<file path="config.mk">
export PLATFORM = sky130hd
export DESIGN_NAME = accum_reducer_flat
export DESIGN_NICKNAME = d
export VERILOG_FILES = /design/src/rtl/accum_reducer_pkg.sv /design/src/rtl/accum_reducer_if.sv /design/src/rtl/accum_reducer_lane_adder_tree.sv /design/src/rtl/accum_reducer.sv /design/src/flat_wrapper.sv
export SDC_FILE = /design/constraint.sdc
export NUM_CORES = 1
export LEC_CHECK = 0
export ABC_AREA = 1
export CORE_ASPECT_RATIO = 0.8
export CORE_MARGIN = 1.5
export CORE_UTILIZATION = 35
export CTS_CLUSTER_SIZE = 16
export DETAILED_ROUTE_END_ITERATION = 10
export SYNTH_ARGS = -nofsm -noshare
export SYNTH_HDL_FRONTEND = slang
export SYNTH_SLANG_ARGS = --single-unit
</file>
<file path="constraint.sdc">
create_clock -name clk -period 4.4 [get_ports clk]
set_input_delay 0.88 -clock clk [delete_from_list [all_inputs] [get_ports clk]]
set_output_delay 0.88 -clock clk [all_outputs]
set_load 0.05 [all_outputs]
</file>
<file path="src/rtl/accum_reducer_pkg.sv">
// Shared types and constant helpers for the multi-lane reduction accumulator.
package accum_reducer_pkg;

  typedef enum logic [1:0] {IDLE, ACCUM, OUT} state_t;

  // Widest accumulator the saturation-bound helpers can describe.
  localparam int MAX_ACC_W = 64;

  function automatic int calc_len_w(input int max_len);
    return $clog2(max_len + 1);
  endfunction

  function automatic logic [MAX_ACC_W:0] sat_max(input int acc_w, input bit is_signed);
    logic [MAX_ACC_W:0] v;
    v = '0;
    for (int i = 0; i <= MAX_ACC_W; i++) begin
      if (i < acc_w - int'(is_signed)) v[i] = 1'b1;
    end
    return v;
  endfunction

  // Signed minimum is returned sign-extended; unsigned minimum is zero.
  function automatic logic [MAX_ACC_W:0] sat_min(input int acc_w, input bit is_signed);
    logic [MAX_ACC_W:0] v;
    v = '0;
    for (int i = 0; i <= MAX_ACC_W; i++) begin
      if (is_signed && i >= acc_w - 1) v[i] = 1'b1;
    end
    return v;
  endfunction

endpackage

</file>
<file path="src/rtl/accum_reducer_if.sv">
// Input beat stream and frame result stream of the reduction accumulator.
interface accum_reducer_if
  import accum_reducer_pkg::*;
#(
  parameter int DATA_W = 16,
  parameter int LANES  = 4,
  parameter int ACC_W  = 32,
  parameter int LEN_W  = calc_len_w(256)
);
  logic [LEN_W-1:0]        cfg_len;
  logic [LANES*DATA_W-1:0] in_data;
  logic                    in_last;
  logic                    in_valid;
  logic                    in_ready;
  logic [ACC_W-1:0]        out_sum;
  logic [LEN_W-1:0]        out_beats;
  logic                    out_ovf;
  logic                    out_valid;
  logic                    out_ready;

  modport master (
    output cfg_len, in_data, in_last, in_valid, out_ready,
    input  in_ready, out_sum, out_beats, out_ovf, out_valid
  );

  modport slave (
    input  cfg_len, in_data, in_last, in_valid, out_ready,
    output in_ready, out_sum, out_beats, out_ovf, out_valid
  );
endinterface

</file>
<file path="src/rtl/accum_reducer_lane_adder_tree.sv">
// Combinational extend-and-sum of all lanes of one input beat.
module lane_adder_tree #(
  parameter int LANES  = 4,
  parameter int DATA_W = 16,
  parameter int OUT_W  = 33,
  parameter bit SIGNED = 1'b1
) (
  input  logic [LANES*DATA_W-1:0] in_data,
  output logic [OUT_W-1:0]        sum
);
  logic [DATA_W-1:0] lane;
  logic [OUT_W-1:0]  ext;

  // OUT_W leaves headroom for LANES lanes, so the running sum never wraps.
  always_comb begin
    sum  = '0;
    lane = '0;
    ext  = '0;
    for (int i = 0; i < LANES; i++) begin
      lane = in_data[i*DATA_W +: DATA_W];
      ext  = {{(OUT_W-DATA_W){SIGNED & lane[DATA_W-1]}}, lane};
      sum  = sum + ext;
    end
  end
endmodule

</file>
<file path="src/rtl/accum_reducer.sv">
// Multi-lane reduction accumulator: sums LANES products per beat across a
// frame of up to MAX_LEN beats and emits one registered result per frame.
module accum_reducer
  import accum_reducer_pkg::*;
#(
  parameter int DATA_W  = 16,
  parameter int LANES   = 4,
  parameter int ACC_W   = 32,
  parameter int MAX_LEN = 256,
  parameter bit SIGNED  = 1'b1,
  parameter bit SAT     = 1'b0
) (
  input logic            clk,
  input logic            rst_n,
  accum_reducer_if.slave bus
);
  localparam int LEN_W = calc_len_w(MAX_LEN);
  localparam logic [MAX_ACC_W:0] HI_FULL = sat_max(ACC_W, SIGNED);
  localparam logic [MAX_ACC_W:0] LO_FULL = sat_min(ACC_W, SIGNED);
  localparam logic [ACC_W-1:0] SAT_HI = HI_FULL[ACC_W-1:0];
  localparam logic [ACC_W-1:0] SAT_LO = LO_FULL[ACC_W-1:0];
  localparam logic [LEN_W-1:0] MAX_LEN_V = LEN_W'(MAX_LEN);

  state_t           state, state_nxt;
  logic [ACC_W-1:0] acc, acc_nxt, acc_beat;
  logic [LEN_W-1:0] cnt, cnt_nxt, cnt_inc;
  logic [LEN_W-1:0] len_q, len_nxt, len_eff, len_use;
  logic             ovf, ovf_nxt;
  logic [ACC_W:0]   beat_sum, base, total;
  logic             beat_ovf, accept, is_last, load_out;

  lane_adder_tree #(
    .LANES (LANES),
    .DATA_W(DATA_W),
    .OUT_W (ACC_W + 1),
    .SIGNED(SIGNED)
  ) u_tree (
    .in_data(bus.in_data),
    .sum    (beat_sum)
  );

  assign bus.in_ready = (state != OUT);
  assign accept       = bus.in_valid && bus.in_ready;

  always_comb begin
    len_eff = bus.cfg_len;
    if (bus.cfg_len == '0)            len_eff = LEN_W'(1);
    else if (bus.cfg_len > MAX_LEN_V) len_eff = MAX_LEN_V;
  end

  // The first beat of a frame starts from zero regardless of leftover acc/cnt.
  assign len_use = (state == IDLE) ? len_eff : len_q;
  assign cnt_inc = (state == IDLE) ? LEN_W'(1) : cnt + LEN_W'(1);
  assign base    = (state == IDLE) ? '0 : {SIGNED & acc[ACC_W-1], acc};
  assign total   = base + beat_sum;
  assign is_last = (cnt_inc == len_use) || bus.in_last;

  always_comb begin
    beat_ovf = SIGNED ? (total[ACC_W] != total[ACC_W-1]) : total[ACC_W];
    acc_beat = total[ACC_W-1:0];
    if (SAT && beat_ovf) begin
      acc_beat = (SIGNED && total[ACC_W]) ? SAT_LO : SAT_HI;
    end
  end

  always_comb begin
    state_nxt = state;
    acc_nxt   = acc;
    cnt_nxt   = cnt;
    len_nxt   = len_q;
    ovf_nxt   = ovf;
    load_out  = 1'b0;
    case (state)
      IDLE: begin
        if (accept) begin
          len_nxt   = len_eff;
          acc_nxt   = acc_beat;
          cnt_nxt   = cnt_inc;
          ovf_nxt   = beat_ovf;
          load_out  = is_last;
          state_nxt = is_last ? OUT : ACCUM;
        end
      end
      ACCUM: begin
        if (accept) begin
          acc_nxt   = acc_beat;
          cnt_nxt   = cnt_inc;
          ovf_nxt   = ovf | beat_ovf;
          load_out  = is_last;
          state_nxt = is_last ? OUT : ACCUM;
        end
      end
      OUT: begin
        if (bus.out_valid && bus.out_ready) state_nxt = IDLE;
      end
      default: state_nxt = IDLE;
    endcase
  end

  always_ff @(posedge clk or negedge rst_n) begin
    if (!rst_n) begin
      state <= IDLE;
      acc   <= '0;
      cnt   <= '0;
      len_q <= '0;
      ovf   <= 1'b0;
    end else begin
      state <= state_nxt;
      acc   <= acc_nxt;
      cnt   <= cnt_nxt;
      len_q <= len_nxt;
      ovf   <= ovf_nxt;
    end
  end

  // Result registers keep their last values after the handshake.
  always_ff @(posedge clk or negedge rst_n) begin
    if (!rst_n) begin
      bus.out_sum   <= '0;
      bus.out_beats <= '0;
      bus.out_ovf   <= 1'b0;
      bus.out_valid <= 1'b0;
    end else if (load_out) begin
      bus.out_sum   <= acc_nxt;
      bus.out_beats <= cnt_nxt;
      bus.out_ovf   <= ovf_nxt;
      bus.out_valid <= 1'b1;
    end else if (state == OUT && bus.out_ready) begin
      bus.out_valid <= 1'b0;
    end
  end
endmodule

</file>
<file path="src/flat_wrapper.sv">
// flat-port wrapper written by rule: the top's interface ports become plain ports
module accum_reducer_flat import accum_reducer_pkg::*;
#(
  parameter int DATA_W  = 16,
  parameter int LANES   = 4,
  parameter int ACC_W   = 32,
  parameter int MAX_LEN = 256,
  parameter bit SIGNED  = 1'b1,
  parameter bit SAT     = 1'b0
)
  (clk, rst_n, bus_cfg_len, bus_in_data, bus_in_last, bus_in_valid, bus_out_ready, bus_in_ready, bus_out_sum, bus_out_beats, bus_out_ovf, bus_out_valid);
  accum_reducer_if #(.DATA_W(DATA_W), .LANES(LANES), .ACC_W(ACC_W), .LEN_W((calc_len_w(MAX_LEN)))) bus_i ();
  input logic clk;
  input logic rst_n;
  input wire logic [$bits(bus_i.cfg_len)-1:0] bus_cfg_len;
  input wire logic [$bits(bus_i.in_data)-1:0] bus_in_data;
  input wire logic [$bits(bus_i.in_last)-1:0] bus_in_last;
  input wire logic [$bits(bus_i.in_valid)-1:0] bus_in_valid;
  input wire logic [$bits(bus_i.out_ready)-1:0] bus_out_ready;
  output wire logic [$bits(bus_i.in_ready)-1:0] bus_in_ready;
  output wire logic [$bits(bus_i.out_sum)-1:0] bus_out_sum;
  output wire logic [$bits(bus_i.out_beats)-1:0] bus_out_beats;
  output wire logic [$bits(bus_i.out_ovf)-1:0] bus_out_ovf;
  output wire logic [$bits(bus_i.out_valid)-1:0] bus_out_valid;
  assign bus_i.cfg_len = bus_cfg_len;
  assign bus_i.in_data = bus_in_data;
  assign bus_i.in_last = bus_in_last;
  assign bus_i.in_valid = bus_in_valid;
  assign bus_i.out_ready = bus_out_ready;
  assign bus_in_ready = bus_i.in_ready;
  assign bus_out_sum = bus_i.out_sum;
  assign bus_out_beats = bus_i.out_beats;
  assign bus_out_ovf = bus_i.out_ovf;
  assign bus_out_valid = bus_i.out_valid;
  accum_reducer #(.DATA_W(DATA_W), .LANES(LANES), .ACC_W(ACC_W), .MAX_LEN(MAX_LEN), .SIGNED(SIGNED), .SAT(SAT)) u_core (.clk(clk), .rst_n(rst_n), .bus(bus_i));
endmodule
</file>
==> impl_metrics.tcl <==
set metrics [dict create \
    htreeDepth 3 \
    port-buffer-count 121 \
    grt_overflow 0 \
    core_area_sq_mm 0.02268 \
    netlist_area_sq_mm 0.008183 \
    fmax_mhz 197.9 \
    post-route-min-period_ns 5.052 \
    crit_family "adder cells" \
    grt_first_pass_wirelength_mm 39.14 \
    ant_nets 0 \
    skew_ns 0.01301 \
    drive_gt1_share_pct 38.44 \
    die_w_microns 174.0 \
    startpoint_type "primary input" \
    die-area_sq_mm 0.02431 \
    die_y_microns 139.8 \
    final_area_sq_mm 0.01307 \
    rsz0062_at_grt "yes" \
    synth_area_leader_cell "dfrtp_1" \
    viasPerCell 4.741 \
    worstMarginPinSlew_ns 1.018 \
    critical_path_class "in2reg" \
    hold_path_class "reg2reg" \
    antenna_found_initial 0 \
    cts_tree "yes" \
    synth_top_area_share_pct 29.36 \
    hold_buffers 0 \
    maxCapViolCount 0 \
    grt_max_degree 77 \
    cts_sinks 96 \
    max_slew_margin_pct 32.16 \
    path_max_fanout 4 \
    n_fill_cell 2009 \
    initial_core_util_pct 36.07 \
    areaGrowthSynthToFinish_pct 59.69 \
    setup_viol 50 \
    synth-main-ff-cell "dfrtp_1" \
    route.detailed.drc 0 \
    synth_warnings 0 \
    drtPass1Iterations 4 \
    placed_cell_area_sq_mm 0.01110 \
    vias 8074 \
    run_status "complete, but fails checks" \
    postSynthCellCount 1118 \
    required_ns 4.64 \
    syn-num-nets 1295 \
    clk-insertion-delay-late_ns 0.36 \
    insertedDiodeCount 0 \
    ys_ff_latch 96 \
    placedCellCount 1645 \
    cts_buffers 9 \
    io_pins 122 \
    synth_area_leaders "dfrtp_1, nand2_1, ha_1" \
    wl_per_cell_microns 13.95 \
    routed_wl_mm 23.76 \
    violations "negative setup slack" \
    place_congestion 0.8485 \
    hpwl_mm 16.81 \
    crit_top_cell "nand2_2" \
    ys_seq_area_share_pct 29.36 \
    ys_types 45 \
    synth_edf_count 0 \
    crit_path_end_kind "register" \
    fin_nets 1569 \
    drt_iter0_markers 419 \
    root_buffer "clkbuf_16" \
    worstPathArrival_ns 5.30 \
    async_flop_share_pct 100.0 \
    final_util_pct 57.61 \
    crit_path_max_incr_delay_ns 0.52 \
    drv_slew 0 \
    first_global_vias 8039 \
    setup_slack_ns -0.6523 \
    grt_use_total_pct 19.57 \
    period_share_pct 114.8 \
    path_buf_inv 5 \
    critical_path.slowest_cell "fa_1" \
    syn-mean-instance-area_sq_um 7.319 \
    cts_buffer_depth 2 \
    rows 49 \
    final_cells 1703 \
    path_clk_slew_ns 0.07 \
    hold_viol_final 0 \
]
[layout make-up]
class,count,area [sq um],area share [%]
clock inverter,6,52.55,0.4021
multi-input combinational,795,6624,50.69
clock buffer,10,229.0,1.752
tap,306,382.9,2.930
inverter,205,772.0,5.908
sequential,96,2402,18.38
timing repair buffer,285,2605,19.93
[cell families (layout without fill, tap and decap cells)]
kind of cell / Yosys count / after routing / share of synthesized area [%]
AND/OR/NAND/NOR: 493 / 493 / 25.31
flip-flops: 96 / 96 / 29.36
XOR/XNOR: 32 / 32 / 3.425
buffers and inverters: 227 / 506 / 11.18
multiplexers: 2 / 2 / 0.2447
adder cells (fa/ha/maj): 99 / 99 / 18.26
AO/OA/AOI/OAI: 169 / 169 / 12.23
[per-stage QoR]
| stage | setup TNS (ns) | setup slack, ns | hold WS (ns) |
|---|---|---|---|
| detailed placement | -72.54 | -1.573 | 0.4722 |
| floorplan | -13.47 | -0.6327 | 0.4530 |
| global route | -33.50 | -0.9265 | 0.5145 |
| global placement | -69.37 | -1.522 | 0.4617 |
| finish | -22.03 | -0.6523 | 0.4843 |
| CTS | -20.76 | -0.6380 | 0.4919 |
[tightest hold or removal path: cells and delay by family (launching register included)]
family           cells  cell delay (ns)
AO/OA/AOI/OAI        1             0.05
AND/OR/NAND/NOR      1             0.06
flip-flops           1             0.34
[cells in the final DEF, fill, tap and decap left out, types with 16 or more instances in the layout]
| cell | count |
|---|---|
| nor2_1 | 63 |
| o21ai_2 | 33 |
| buf_4 | 129 |
| fa_1 | 32 |
| o21ai_1 | 25 |
| clkdlybuf4s50_1 | 110 |
| ha_4 | 40 |
| or2_4 | 16 |
| nand2_2 | 64 |
| nand3_1 | 29 |
| buf_6 | 32 |
| ha_1 | 23 |
| inv_1 | 167 |
| nand2_4 | 21 |
| inv_2 | 36 |
| dfrtp_1 | 96 |
| nand2_1 | 215 |
| o21ai_0 | 28 |
| nand3_2 | 26 |
| a21oi_2 | 24 |
[final timing paths]
check	cells past startpoint	start	to	slack [ns]
setup reg to reg	19	u_core.state[1]$_DFFE_PN0P_	u_core.bus.out_sum[19]$_DFFE_PN0P_	0.95
hold reg to reg	2	u_core.bus.out_sum[12]$_DFFE_PN0P_	u_core.bus.out_sum[12]$_DFFE_PN0P_	0.48
hold / removal	2	u_core.bus.out_sum[12]$_DFFE_PN0P_	u_core.bus.out_sum[12]$_DFFE_PN0P_	0.48
max in group asynchronous	2	rst_n	u_core.acc[23]$_DFF_PN0_	2.82
setup / recovery	36	bus_in_data[0]	u_core.bus.out_ovf$_DFFE_PN0P_	-0.65
min in group asynchronous	1	rst_n	u_core.acc[1]$_DFF_PN0_	0.69
[metal layers]
| layer | GRT usage [%] | share of wire [%] | wire length, microns | vias to the layer above |
|---|---|---|---|---|
| li1 | - | - | - | 4049 |
| met1 | 27.45 | 47 | 11240 | 3842 |
| met2 | 32.06 | 48 | 11290 | 166 |
| met3 | 3.306 | 4.3 | 1019 | 17 |
| met4 | 3.358 | 0.88 | 210 | 0 |
| met5 | 0 | 0 | 0 | - |
[cell usage after synthesis, types with 5 or more instances]
| cell type | number |
|---|---|
| buf_6 | 8 |
| nor3_1 | 8 |
| ha_1 | 65 |
| xnor2_1 | 14 |
| nor2_1 | 84 |
| clkbuf_1 | 7 |
| fa_1 | 34 |
| dfrtp_1 | 96 |
| o21bai_1 | 8 |
| o21ai_2 | 20 |
| nand3_1 | 53 |
| a21o_1 | 6 |
| o21ai_0 | 50 |
| o21ai_1 | 17 |
| a21oi_1 | 53 |
| xor2_1 | 18 |
| and2_1 | 8 |
| nand2_1 | 298 |
| nand4_1 | 7 |
| inv_1 | 202 |
| or2_2 | 23 |
| buf_1 | 5 |
[registers in the layout (all words and copies together) (netlist names)]
signal / count
u_core.bus.out_beats: 9
u_core.state: 2
u_core.len_q: 9
u_core.acc: 32
u_core.bus.out_ovf: 1
u_core.bus.out_sum: 32
u_core.bus.out_valid: 1
u_core.ovf: 1
u_core.cnt: 9
[timing repair]
| item | in CTS | in global routing |
|---|---|---|
| pin swaps | 171 | 92 |
| setup buffers | 26 | 19 |
| gates cloned | 1 | 0 |
| resized for setup | 253 | 116 |
| endpoints found under the hold margin | 0 | 0 |
| endpoints found under the setup margin | 56 | 56 |
Power is not shown: default switching activity piles up to over one toggle a cycle in this logic, so the estimate is an artifact.
